<file path="config.mk">
export PLATFORM = sky130hd
export DESIGN_NAME = echo_tap_reader
export DESIGN_NICKNAME = d
export VERILOG_FILES = /design/src/rtl/echo_tap_reader_pkg.sv /design/src/rtl/echo_tap_reader_mixer.sv /design/src/rtl/echo_tap_reader.sv
export SDC_FILE = /design/constraint.sdc
export NUM_CORES = 1
export LEC_CHECK = 0
export CAP_MARGIN = 0
export CORE_MARGIN = 2
export CORE_UTILIZATION = 60
export DETAILED_ROUTE_END_ITERATION = 8
export PLACE_DENSITY = 0.89
export SLEW_MARGIN = 20
export SYNTH_ARGS = -nofsm -noshare
export SYNTH_HDL_FRONTEND = slang
export SYNTH_SLANG_ARGS = --single-unit
</file>
<file path="constraint.sdc">
create_clock -name clkMain -period 13.2 [get_ports clkMain]
set_clock_uncertainty 0.15 [all_clocks]
set_input_delay 1.32 -clock clkMain [delete_from_list [all_inputs] [get_ports clkMain]]
set_output_delay 1.32 -clock clkMain [all_outputs]
set_load 0.03 [all_outputs]
</file>
<file path="src/rtl/echo_tap_reader_pkg.sv">
// Shared constants and types for the echo delay-line read path.
package echo_pkg;

    localparam int DEPTH          = 132300;
    localparam int ADDR_W         = 18;
    localparam int DATA_W         = 16;
    localparam int SAMPLES_PER_MS = 44;
    localparam int GAIN_W         = 8;
    localparam int DELAY_W        = 12;

    typedef enum logic [2:0] {
        IDLE    = 3'd0,
        RD_DRY  = 3'd1,
        RD_WET  = 3'd2,
        CAPTURE = 3'd3,
        MIX     = 3'd4,
        DONE    = 3'd5
    } state_t;

    typedef logic signed [DATA_W-1:0] sample_t;
    typedef logic        [ADDR_W-1:0] addr_t;

endpackage

</file>
<file path="src/rtl/echo_tap_reader_mixer.sv">
// Registered wet-gain multiply, floor shift and dry+wet sum.
// ECHO_TAP_SAT_EN selects saturation of the sum; otherwise it wraps.
module echo_mixer
    import echo_pkg::*;
(
    input  logic              clkMain,
    input  logic              rst,
    input  logic              en,
    input  sample_t           dry,
    input  sample_t           wet,
    input  logic [GAIN_W-1:0] gain,
    output sample_t           out_sample,
    output logic              out_valid
);

    logic signed [DATA_W+GAIN_W:0] prod;
    logic signed [DATA_W:0]        wet_scaled;
    logic signed [DATA_W:0]        sum;
    sample_t                       mixed;
    logic                          unused_bits;

    // The product keeps its low GAIN_W bits only so the shift is an exact floor.
    always_comb begin
        prod       = wet * $signed({1'b0, gain});
        wet_scaled = prod[DATA_W+GAIN_W:GAIN_W];
        sum        = {dry[DATA_W-1], dry} + wet_scaled;
`ifdef ECHO_TAP_SAT_EN
        if (sum[DATA_W] != sum[DATA_W-1])
            mixed = sum[DATA_W] ? {1'b1, {(DATA_W-1){1'b0}}} : {1'b0, {(DATA_W-1){1'b1}}};
        else
            mixed = sum[DATA_W-1:0];
        unused_bits = ^prod[GAIN_W-1:0];
`else
        mixed       = sum[DATA_W-1:0];
        unused_bits = ^{prod[GAIN_W-1:0], sum[DATA_W]};
`endif
    end

    always_ff @(posedge clkMain) begin
        if (rst) begin
            out_sample <= '0;
            out_valid  <= 1'b0;
        end else begin
            out_valid <= en;
            if (en)
                out_sample <= mixed;
        end
    end

endmodule

</file>
<file path="src/rtl/echo_tap_reader.sv">
// Echo delay-line reader: fetches dry and delayed taps, mixes them with a wet gain.
// Build option ECHO_TAP_SAT_EN saturates the mix instead of wrapping.
module echo_tap_reader
    import echo_pkg::*;
(
    input  logic               clkMain,
    input  logic               rst,
    input  logic               sample_strobe,
    input  logic [ADDR_W-1:0]  wr_ptr,
    input  logic [DELAY_W-1:0] delay,
    input  logic [GAIN_W-1:0]  gain,
    output logic               rd_en,
    output logic [ADDR_W-1:0]  rd_addr,
    input  logic [DATA_W-1:0]  rd_data,
    output logic [DATA_W-1:0]  out_sample,
    output logic               out_valid,
    output logic               busy,
    output logic               overrun,
    output logic [2:0]         dbg_state
);

    // Handshake: sample_strobe is a single-cycle request accepted only in IDLE
    // (busy=0); a strobe seen while busy is dropped and flagged on sticky overrun.
    // out_valid is a single-cycle pulse five cycles after an accepted strobe, and
    // out_sample holds its value until the next pulse. No backpressure exists.

    localparam addr_t DEPTH_A  = addr_t'(DEPTH);
    localparam addr_t DEPTH_M1 = addr_t'(DEPTH - 1);

    state_t             state;
    addr_t              wr_ptr_l;
    logic [DELAY_W-1:0] delay_l;
    logic [GAIN_W-1:0]  gain_l;
    sample_t            dry_r;
    sample_t            wet_r;
    addr_t              d_raw;
    addr_t              d_samp;
    addr_t              tap_addr;
    sample_t            mix_out;

    // Wrap branch adds (DEPTH - d_samp) first so the sum never exceeds ADDR_W bits.
    always_comb begin
        d_raw    = addr_t'(delay_l) * addr_t'(SAMPLES_PER_MS);
        d_samp   = (d_raw >= DEPTH_A) ? DEPTH_M1 : d_raw;
        tap_addr = (wr_ptr_l >= d_samp) ? (wr_ptr_l - d_samp)
                                        : (wr_ptr_l + (DEPTH_A - d_samp));
    end

    always_ff @(posedge clkMain) begin
        if (rst) begin
            state    <= IDLE;
            rd_en    <= 1'b0;
            rd_addr  <= '0;
            busy     <= 1'b0;
            overrun  <= 1'b0;
            wr_ptr_l <= '0;
            delay_l  <= '0;
            gain_l   <= '0;
            dry_r    <= '0;
            wet_r    <= '0;
        end else begin
            case (state)
                IDLE: begin
                    if (sample_strobe) begin
                        wr_ptr_l <= wr_ptr;
                        delay_l  <= delay;
                        gain_l   <= gain;
                        rd_en    <= 1'b1;
                        rd_addr  <= wr_ptr;
                        busy     <= 1'b1;
                        state    <= RD_DRY;
                    end
                end
                RD_DRY: begin
                    rd_addr <= tap_addr;
                    state   <= RD_WET;
                end
                RD_WET: begin
                    dry_r <= rd_data;
                    rd_en <= 1'b0;
                    state <= CAPTURE;
                end
                CAPTURE: begin
                    wet_r <= rd_data;
                    state <= MIX;
                end
                MIX: begin
                    state <= DONE;
                end
                DONE: begin
                    busy  <= 1'b0;
                    state <= IDLE;
                end
                default: begin
                    busy  <= 1'b0;
                    rd_en <= 1'b0;
                    state <= IDLE;
                end
            endcase
            if (sample_strobe && state != IDLE)
                overrun <= 1'b1;
        end
    end

    echo_mixer u_mixer (
        .clkMain    (clkMain),
        .rst        (rst),
        .en         (state == MIX),
        .dry        (dry_r),
        .wet        (wet_r),
        .gain       (gain_l),
        .out_sample (mix_out),
        .out_valid  (out_valid)
    );

    assign out_sample = mix_out;
    assign dbg_state  = state;

endmodule

</file>
* Word level (Yosys, flattened, before mapping)
Cells that the tools add are included.
Word-level totals: bits in registers 111, bits of input ports 57, output and inout bits 41, logic and storage cells 47
Operators by class: $add $sub $neg 4, $mul 2, $lt $le $gt $ge 2, eq/ne operators 6, mux-type cells 9, bitwise operators 2, reduce and logical (&&, ||, !) cells 10
Operator list (number):
- 18-bit 2-to-1 mux | 3
- 18-bit one-hot mux with 2 select lines | 1
- 16-bit by 9-bit multiplier with 24-bit output | 1
- 18-bit adder | 1
- 18-bit >= comparator | 1
- 18-bit >= comparator (second input constant) | 1
- 18-bit subtractor | 1
- 18-bit subtractor (first input constant) | 1
- 16-bit adder | 1
- 12-bit by 4-bit multiplier with 16-bit output (second input constant) | 1
- 3-bit one-hot mux with 5 select lines | 1
- 2-bit AND reduction | 4
- 4-bit OR reduction | 2
- 3-bit by 2-bit equality test with 1-bit output (second input constant) | 2
- 3-bit equality test (second input constant) | 2
- 1-bit one-hot mux with 2 select lines | 2
- 3-bit by 1-bit equality test with 1-bit output (second input constant) | 1
- 3-bit logical NOT | 1
- 3-bit 2-to-1 mux | 1
- 3-bit nonzero test | 1
- 2-bit inequality test (second input constant) | 1
- 1-bit NOT | 2
- 2-bit nonzero test | 1
- 1-bit logical AND | 1
- 1-bit 2-to-1 mux | 1

* Logic depth before layout (Yosys ltp)
Gate-level depths: netlist of run 1.
depth after elaboration 7, mapped depth 28, mapped depth without buffers 27

* Hierarchy
From an unflattened synthesis of run 1, not the netlist that was laid out.
Second synthesis, totals: cells, all modules 1492, area total of the unflattened synthesis 12177.9 µm²
Modules (own cells, without submodules):
- echo_tap_reader | times used 1, cells an instance 871, area each 6769.0 µm², seq. area each 1881.8 µm²
- echo_mixer | times used 1, cells an instance 621, area each 5408.9 µm², seq. area each 340.3 µm²

* Worst setup path after synthesis of run 1
OpenSTA, ideal clock, no wires.
path kind reg-to-reg, start point register gain_l[0], end point register u_mixer.out_sample[15], library setup time 64 ps, arrival time 6249 ps, required time 12986 ps, setup slack 6737 ps, stages on the path, launching flop included 27, path buffers 2, period minus slack after synthesis 6463 ps, cells stage by stage dfxtp_1 > clkbuf_1 > clkbuf_1 > nand2_1 > fa_1 > inv_1 > fa_1 > inv_1 > fa_1 > inv_1 > fa_1 > ha_1 > a21o_1 > a21oi_1 > nor2_1 > o211a_1 > or3_1 > a21oi_1 > xnor2_1 > ha_1 > and3_1 > a31oi_1 > a21oi_1 > or4_1 > nand4_1 > or4b_2 > nand4_1
Between the ends: longest elaborated chain between the ends 2
RTL lines:
- start, declared | line echo_tap_reader.sv:33 | logic [GAIN_W-1:0] gain_l;
- start signal, assigned | line echo_tap_reader.sv:67 | gain_l <= gain;
- 16-bit by 9-bit multiplier with 24-bit output | line echo_tap_reader_mixer.sv:24 | prod = wet * $signed({1'b0, gain});
- 16-bit adder | line echo_tap_reader_mixer.sv:26 | sum = {dry[DATA_W-1], dry} + wet_scaled;
- end signal, assigned | line echo_tap_reader_mixer.sv:46 | out_sample <= mixed;
- end, declared | line echo_tap_reader_mixer.sv:12 | output sample_t out_sample,
No other way between the ends. A chain may end at the register's enable or synchronous reset.

* Worst setup path in the final report of run 1
start point register delay_l[4], end point register rd_addr[17]
Between the ends: longest elaborated chain between the ends 7, elaborated cells between the ends (all ways) 9, classes of those cells add/sub (3); mul (1); order compare (2); mux (3)
RTL lines:
- start, declared | line echo_tap_reader.sv:32 | logic [DELAY_W-1:0] delay_l;
- start signal, assigned | line echo_tap_reader.sv:66 | delay_l <= delay;
- 12-bit by 4-bit multiplier with 16-bit output (*) | line echo_tap_reader.sv:43 | d_raw = addr_t'(delay_l) * addr_t'(SAMPLES_PER_MS);
- 18-bit >= comparator | line echo_tap_reader.sv:44 | d_samp = (d_raw >= DEPTH_A) ? DEPTH_M1 : d_raw;
- 18-bit 2-to-1 mux (*) | line echo_tap_reader.sv:44
- 18-bit subtractor | line echo_tap_reader.sv:46 | : (wr_ptr_l + (DEPTH_A - d_samp));
- 18-bit adder | line echo_tap_reader.sv:46
- 18-bit 2-to-1 mux (*) | line echo_tap_reader.sv:45 | tap_addr = (wr_ptr_l >= d_samp) ? (wr_ptr_l - d_samp)
- 18-bit one-hot mux with 2 select lines (*) | line echo_tap_reader.sv:62 | case (state)
- end signal, assigned | line echo_tap_reader.sv:69 | rd_addr <= wr_ptr;
- end signal, assigned | line echo_tap_reader.sv:75 | rd_addr <= tap_addr;
- end, declared | line echo_tap_reader.sv:13 | output logic [ADDR_W-1:0] rd_addr,
Every way passes the cells marked *; elsewhere a longest branch is shown, timed or not.

==> flow_summary_export.csv, run 1 <==
group,metric,value,unit
timing,max_freq,0.139,GHz
placement,routabilityCongestion,0.977,
routing,met2_length,15200,microns
clocking,cts_hold_buf,0,
layout,drive_gt1_frac,0.0299,
placement,io_buffers,97,
synthesis,ys_seq_elements,111,
critical_path,path_class,"reg2reg",
clocking,cts_buffers,9,
pwr,p_leak,0.00635,uW
global_route,grt_pass1_wl,50300,microns
timing,final.min_clock_period,7.21,ns
synthesis,synth.avg_cell_area,8.11,sq um
pwr,p_int,755,uW
floorplanning,rows,51,
timing,tns,0,ns
critical_path,cpPeakStageDelay,0.87,ns
global_route,overflow,0,
layout,stdcell_count,1804,
synthesis,syn_area,12000,sq um
timing,finalSetupViolCount,0,
clocking,ctsResizeCount,0,
pwr,power.switching,571,uW
global_route,grt.total_usage,0.288,
hold_path,min_path_type,"reg2reg",
pwr,p_sw_frac,0.431,
timing,post-route-period-util,0.547,
synthesis,async_reset_ff_frac,0,
critical_path,path_cells,"ha_1 -> inv_1 -> fa_1 -> inv_1 -> ha_1 -> o21a_1 -> nor2_1 -> nor2b_1 -> o22ai_1 -> o31ai_1 -> xor2_1 -> o41ai_4 -> and2_1 -> ha_1 -> inv_1 -> fa_1 -> a211o_1 -> a21boi_0 -> o21ai_0 -> o41ai_2 -> o41ai_1 -> and3b_1 -> o31a_1 -> o21a_1",
clocking,root_buffer,"clkbuf_16",
floorplanning,fp.dieH,146,microns
layout,syn_to_final_growth,11.9,%
synthesis,synth_edf_count,0,
floorplanning,die_w,146,microns
placement,place.detailed.hpwl,23200,microns
pwr,power_frac_clock,0.219,
pwr,powerDensity,98.7,nW/um^2
routing,antenna_left,0,
pwr,peakVddDrop,0.0889,mV
timing,drv_slew,0,
job,cap_viol_max_count,0,
critical_path,critPathCaptureType,"register",
timing,slew_headroom,0.339,
floorplanning,start_util,0.615,
critical_path,critPathMaxFanout,16,
layout,mostFrequentLayoutCells,"270 x nand2_1, 211 x inv_1, 137 x a21oi_1, 129 x ha_1, 120 x fa_1",
routing,avgRoutedWirePerCell,16.7,microns
layout,nets,1840,
routing,wl_met1,12400,microns
synthesis,synth_seq_area_share,0.185,
clocking,insertion_delay,0.38,ns
floorplanning,die-area,21200,sq um
pwr,p_total,1330,uW
critical_path,crit_slowest_cell,"o41ai_4",
clocking,clock_sinks,111,
layout,final_common_cell,"nand2_1",
synthesis,yosysTopAreaCellShare,0.200,
run_status,status,"completed",
synthesis,synth_ff_type,"dfxtp_1",
critical_path,arrival,7.34,ns
clocking,clockBufferDepth,2,
clocking,post-cts-setup-buffers,0,
clocking,cts_tree,"done",
routing,dr_wl_met3,1740,microns
routing,drt_iter0_drc,688,
global_route,antenna_found_initial,0,
routing,routed_via_density,5.72,
clocking,htreeDepth,3,
layout,diodes,0,
floorplanning,io_pins,98,
critical_path,required,13.33,ns
timing,hold_viol_final,0,
synthesis,yosys_warnings,0,
synthesis,synth.net_count,1788,
synthesis,synth_top_area_cell,"fa_1",
timing,whs,0.308,ns
pwr,p_seq_frac,0.302,
routing,maxUsedRoutingLayer,"met4",
routing,drcViolationCount,0,
routing,vias,10300,
synthesis,synthDistinctLibCells,64,
synthesis,synth_area_leaders,"fa_1 20%, dfxtp_1 18%, ha_1 13%, nand2_1 8.4%, inv_1 6.6%",
pwr,p_comb_frac,0.479,
critical_path,cp-start-kind,"register",
timing,rsz0062_at_grt,"no",
synthesis,synth_cells,1482,
clocking,clk_pin_slew,0.09,ns
placement,dp.cells,1788,
timing,worst_slew_pin_slew,0.989,ns
floorplanning,core,19500,sq um
routing,drt_first_pass_iters,5,
global_route,first_global_vias,10400,
global_route,grt_max_degree,86,
routing,drt-total-wl,30200,microns
[kinds of logic after synthesis]
family                     share of synthesized area
adders and majority gates                      0.334
buffers and inverters                         0.0861
xor gates and xnor gates                      0.0459
AOI/OAI and AO/OA                              0.159
muxes                                        0.00250
and+or+nand+nor                                0.187
DFF                                            0.185
[registers in the layout, summed over array words and instances (netlist names)]
signal / flops
busy: 1
dbg_state: 3
delay_l: 12
dry_r: 16
gain_l: 8
overrun: 1
rd_addr: 18
rd_en: 1
u_mixer.out_sample: 16
u_mixer.out_valid: 1
wet_r: 16
wr_ptr_l: 18
[cells in the mapped netlist, types with 3 or more instances]
cell type / count
a311oi_1: 9
o31a_1: 3
xnor2_1: 44
nand3_1: 12
or3_1: 7
a21oi_1: 137
a31o_2: 3
or2_2: 4
a21o_1: 21
a211oi_1: 18
a31oi_1: 13
fa_1: 120
o21ai_0: 24
and2_1: 79
mux2i_1: 3
nor2b_1: 12
nand3b_1: 4
nand2_1: 270
nor2_1: 50
o21a_1: 13
buf_1: 3
xor2_1: 19
dfxtp_1: 111
o41ai_2: 3
and3_1: 5
clkbuf_1: 56
a41oi_1: 3
inv_1: 211
nor3b_1: 3
nand2b_1: 4
a211o_1: 3
o31ai_1: 3
nand4_1: 9
o21bai_1: 6
o211ai_1: 6
ha_1: 129
nor3_1: 25
[metrics by stage]
stage	cell area [sq um]	setup WS [ns]	utilization
after floorplan	12000	6.74	-
after global placement	13100	6.27	0.673
after detailed placement	13100	6.04	0.673
after CTS	13400	6.04	0.688
after global routing	13400	5.52	0.688
final	13400	5.99	0.688
[critical path, delay by kind of cell (launching register included)]
kind            cells  cell delay, ns
compound gates     11            3.47
fa+ha+maj           5            1.86
simple gates        4            0.89
flops               1            0.37
buf+inv             3            0.20
xor+xnor            1            0.18
[metal layers]
metal	up-vias	global-route usage
met5	-	0
met4	0	0.103
met3	61	0.0342
met2	365	0.507
met1	4972	0.365
li1	4927	-
[power groups by stage]
stage               registers (uW)  logic (uW)  clock network (uW)
CTS                            400         625                 294
global route                   404         693                 306
detailed placement             406         619                   0
finish                         401         635                 290
global placement               406         607                   0
floorplan                      414         439                   0
[worst paths after layout]
| check | from | endpoint | slack [ns] | cells after the start |
|---|---|---|---|---|
| setup / recovery | delay_l[4] | rd_addr[17] | 5.99 | 24 |
| hold / removal | u_mixer.out_sample[10] | u_mixer.out_sample[10] | 0.31 | 2 |
| setup reg to reg | delay_l[4] | rd_addr[17] | 5.99 | 24 |
| hold reg to reg | u_mixer.out_sample[10] | u_mixer.out_sample[10] | 0.31 | 2 |
[layout make-up]
cell class | count | area (sq um)
Clock buffer | 9 | 225
Clock inverter | 7 | 80.1
Fill cell | 1556 | 6090
Inverter | 211 | 792
Multi-Input combinational cell | 1098 | 8780
Sequential cell | 111 | 2220
Tap cell | 265 | 332
Timing Repair Buffer | 103 | 1010
(Power assumes the default switching activity.)
==> run 2, diff against run 1 <==
==> constraint.sdc (replaced) <==
create_clock -name clkMain -period 6.8 [get_ports clkMain]
set_clock_uncertainty 0.15 [all_clocks]
set_input_delay 0.68 -clock clkMain [delete_from_list [all_inputs] [get_ports clkMain]]
set_output_delay 0.68 -clock clkMain [all_outputs]
set_load 0.03 [all_outputs]
==> flow_summary_export.csv, run 2 (synthesis gave the netlist of run 1 again) <==
group,metric,value,unit
hold_path,min_path_type,"reg2reg",
clocking,root_buffer,"clkbuf_16",
critical_path,critPathMaxFanout,14,
timing,finalSetupViolCount,0,
job,cap_viol_max_count,0,
routing,antenna_left,0,
critical_path,r2r_slack,0.08,ns
clocking,clockBufferDepth,2,
global_route,overflow,0,
layout,drive_gt1_frac,0.0551,
floorplanning,die_w,146,microns
layout,final_area,13700,sq um
run_status,status,"completed",
clocking,cts_tree,"done",
clocking,cts_hold_buf,0,
placement,routabilityCongestion,0.979,
timing,drv_slew,0,
clocking,cts_buffers,9,
routing,drt-total-wl,31300,microns
timing,post-route-period-util,0.989,
layout,mostFrequentLayoutCells,"270 x nand2_1, 211 x inv_1, 134 x a21oi_1, 129 x ha_1, 120 x fa_1",
clocking,clk_pin_slew,0.08,ns
timing,rsz0062_at_grt,"yes",
timing,max_freq,0.149,GHz
routing,routed_via_density,5.75,
layout,diodes,0,
routing,avgRoutedWirePerCell,17.1,microns
timing,slew_headroom,0.328,
placement,place_area,13300,sq um
clocking,clock_sinks,111,
floorplanning,die-area,21200,sq um
clocking,htreeDepth,3,
global_route,first_global_vias,10700,
routing,drt_first_pass_iters,5,
global_route,grt_pass1_wl,50700,microns
floorplanning,io_pins,98,
critical_path,path_class,"reg2reg",
critical_path,cp-start-kind,"register",
pwr,p_leak,0.00646,uW
timing,worst_slew_pin_slew,1.00,ns
placement,dp.cells,1808,
floorplanning,fp.dieH,146,microns
layout,fill_cells,1474,
timing,hold_viol_final,0,
critical_path,critPathCaptureType,"register",
pwr,powerDensity,189,nW/um^2
global_route,grt.total_usage,0.292,
critical_path,required,6.96,ns
clocking,insertion_delay,0.37,ns
routing,vias,10500,
layout,nets,1862,
floorplanning,rows,51,
placement,io_buffers,97,
routing,drcViolationCount,0,
layout,final_common_cell,"nand2_1",
pwr,peakVddDrop,0.178,mV
floorplanning,start_util,0.615,
routing,drt_iter0_drc,728,
placement,place.detailed.hpwl,24200,microns
floorplanning,core,19500,sq um
layout,syn_to_final_growth,14.0,%
global_route,antenna_found_initial,0,
layout,stdcell_count,1826,
layout,biggestRegsByFlops,"rd_addr x18, wr_ptr_l x18",
critical_path,arrival,6.88,ns
timing,final.min_clock_period,6.72,ns
global_route,grt_max_degree,76,
pwr,p_total,2580,uW
timing,whs,0.314,ns
## run 2: changes by cell type in the layout (fill, tap and decap cells not counted), sizes merged
cell	delta
buf	+22
inv	-4
clkinv	+3
clkbuf	+1
## run 2: per-layer routing
metal	GRT usage	share of wire
met5	0	0
met4	0.106	0.033
met3	0.0351	0.050
met2	0.527	0.51
met1	0.357	0.40
## run 2: what timing repair did
item	in CTS	in global routing
pin swaps	0	1
setup buffers	0	2
resized for setup	5	17
setup endpoints to repair	1	8
## run 2: final timing paths
kind,startpoint,end,cells past startpoint
worst max-delay path,gain_l[2],u_mixer.out_sample[15],26
worst min-delay path,u_mixer.out_sample[11],u_mixer.out_sample[11],2
worst max register to register,gain_l[2],u_mixer.out_sample[15],26
worst min register to register,u_mixer.out_sample[11],u_mixer.out_sample[11],2
## run 2: worst max-delay path: stages, from the launching register on
cell and delay, ns:
dfxtp_2 0.49, buf_4 0.18, nand2_1 0.08, fa_1 0.48, fa_1 0.49, inv_1 0.04, ha_1 0.27, inv_1 0.05
fa_1 0.53, inv_1 0.05, ha_1 0.26, nand2_1 0.06, o41ai_2 0.43, o211a_1 0.29, a21oi_2 0.10, nor2b_1 0.21
nor2_1 0.08, xnor2_1 0.14, ha_1 0.32, o21ai_0 0.16, o211ai_1 0.34, a31oi_2 0.19, a21oi_2 0.23, or4_1 0.15
nand4_1 0.14, or4b_2 0.64, nand4_1 0.12
## run 2: metrics by stage
| step | setup WS (ns) | TNS [ns] | util |
|---|---|---|---|
| floorplan | 0.337 | 0 | - |
| global placement | 0.237 | 0 | 0.682 |
| detailed placement | -0.00938 | -0.00938 | 0.682 |
| CTS | 0.0145 | 0 | 0.697 |
| global route | -0.112 | -0.129 | 0.701 |
| finish | 0.0775 | 0 | 0.701 |
## run 2: power breakdown
group          switching (uW)  internal [uW]  total, uW  leakage (uW)
registers                58.5            705        764      0.000911
clock network             275            265        540      0.000141
logic                     749            530       1280       0.00541
total                    1080           1500       2580       0.00646
## run 2: layout make-up
cell class | instances | area, sq um | share of cell area
Clock buffer | 10 | 239 | 0.0175
Sequential cell | 111 | 2230 | 0.163
Timing Repair Buffer | 125 | 1200 | 0.0879
Clock inverter | 6 | 53.8 | 0.00393
Multi-Input combinational cell | 1098 | 8840 | 0.645
Inverter | 211 | 792 | 0.0578
Tap cell | 265 | 332 | 0.0242
==> run 3, diff against run 2 <==
--- a/config.mk
+++ b/config.mk
@@ -8,6 +8,7 @@
 export CAP_MARGIN = 0
 export CORE_MARGIN = 2
 export CORE_UTILIZATION = 60
+export CTS_CLUSTER_DIAMETER = 60
 export DETAILED_ROUTE_END_ITERATION = 8
 export PLACE_DENSITY = 0.89
 export SLEW_MARGIN = 20
==> results of run 3 <==
The final DEF is identical to that of run 2; final timing and power are the same.
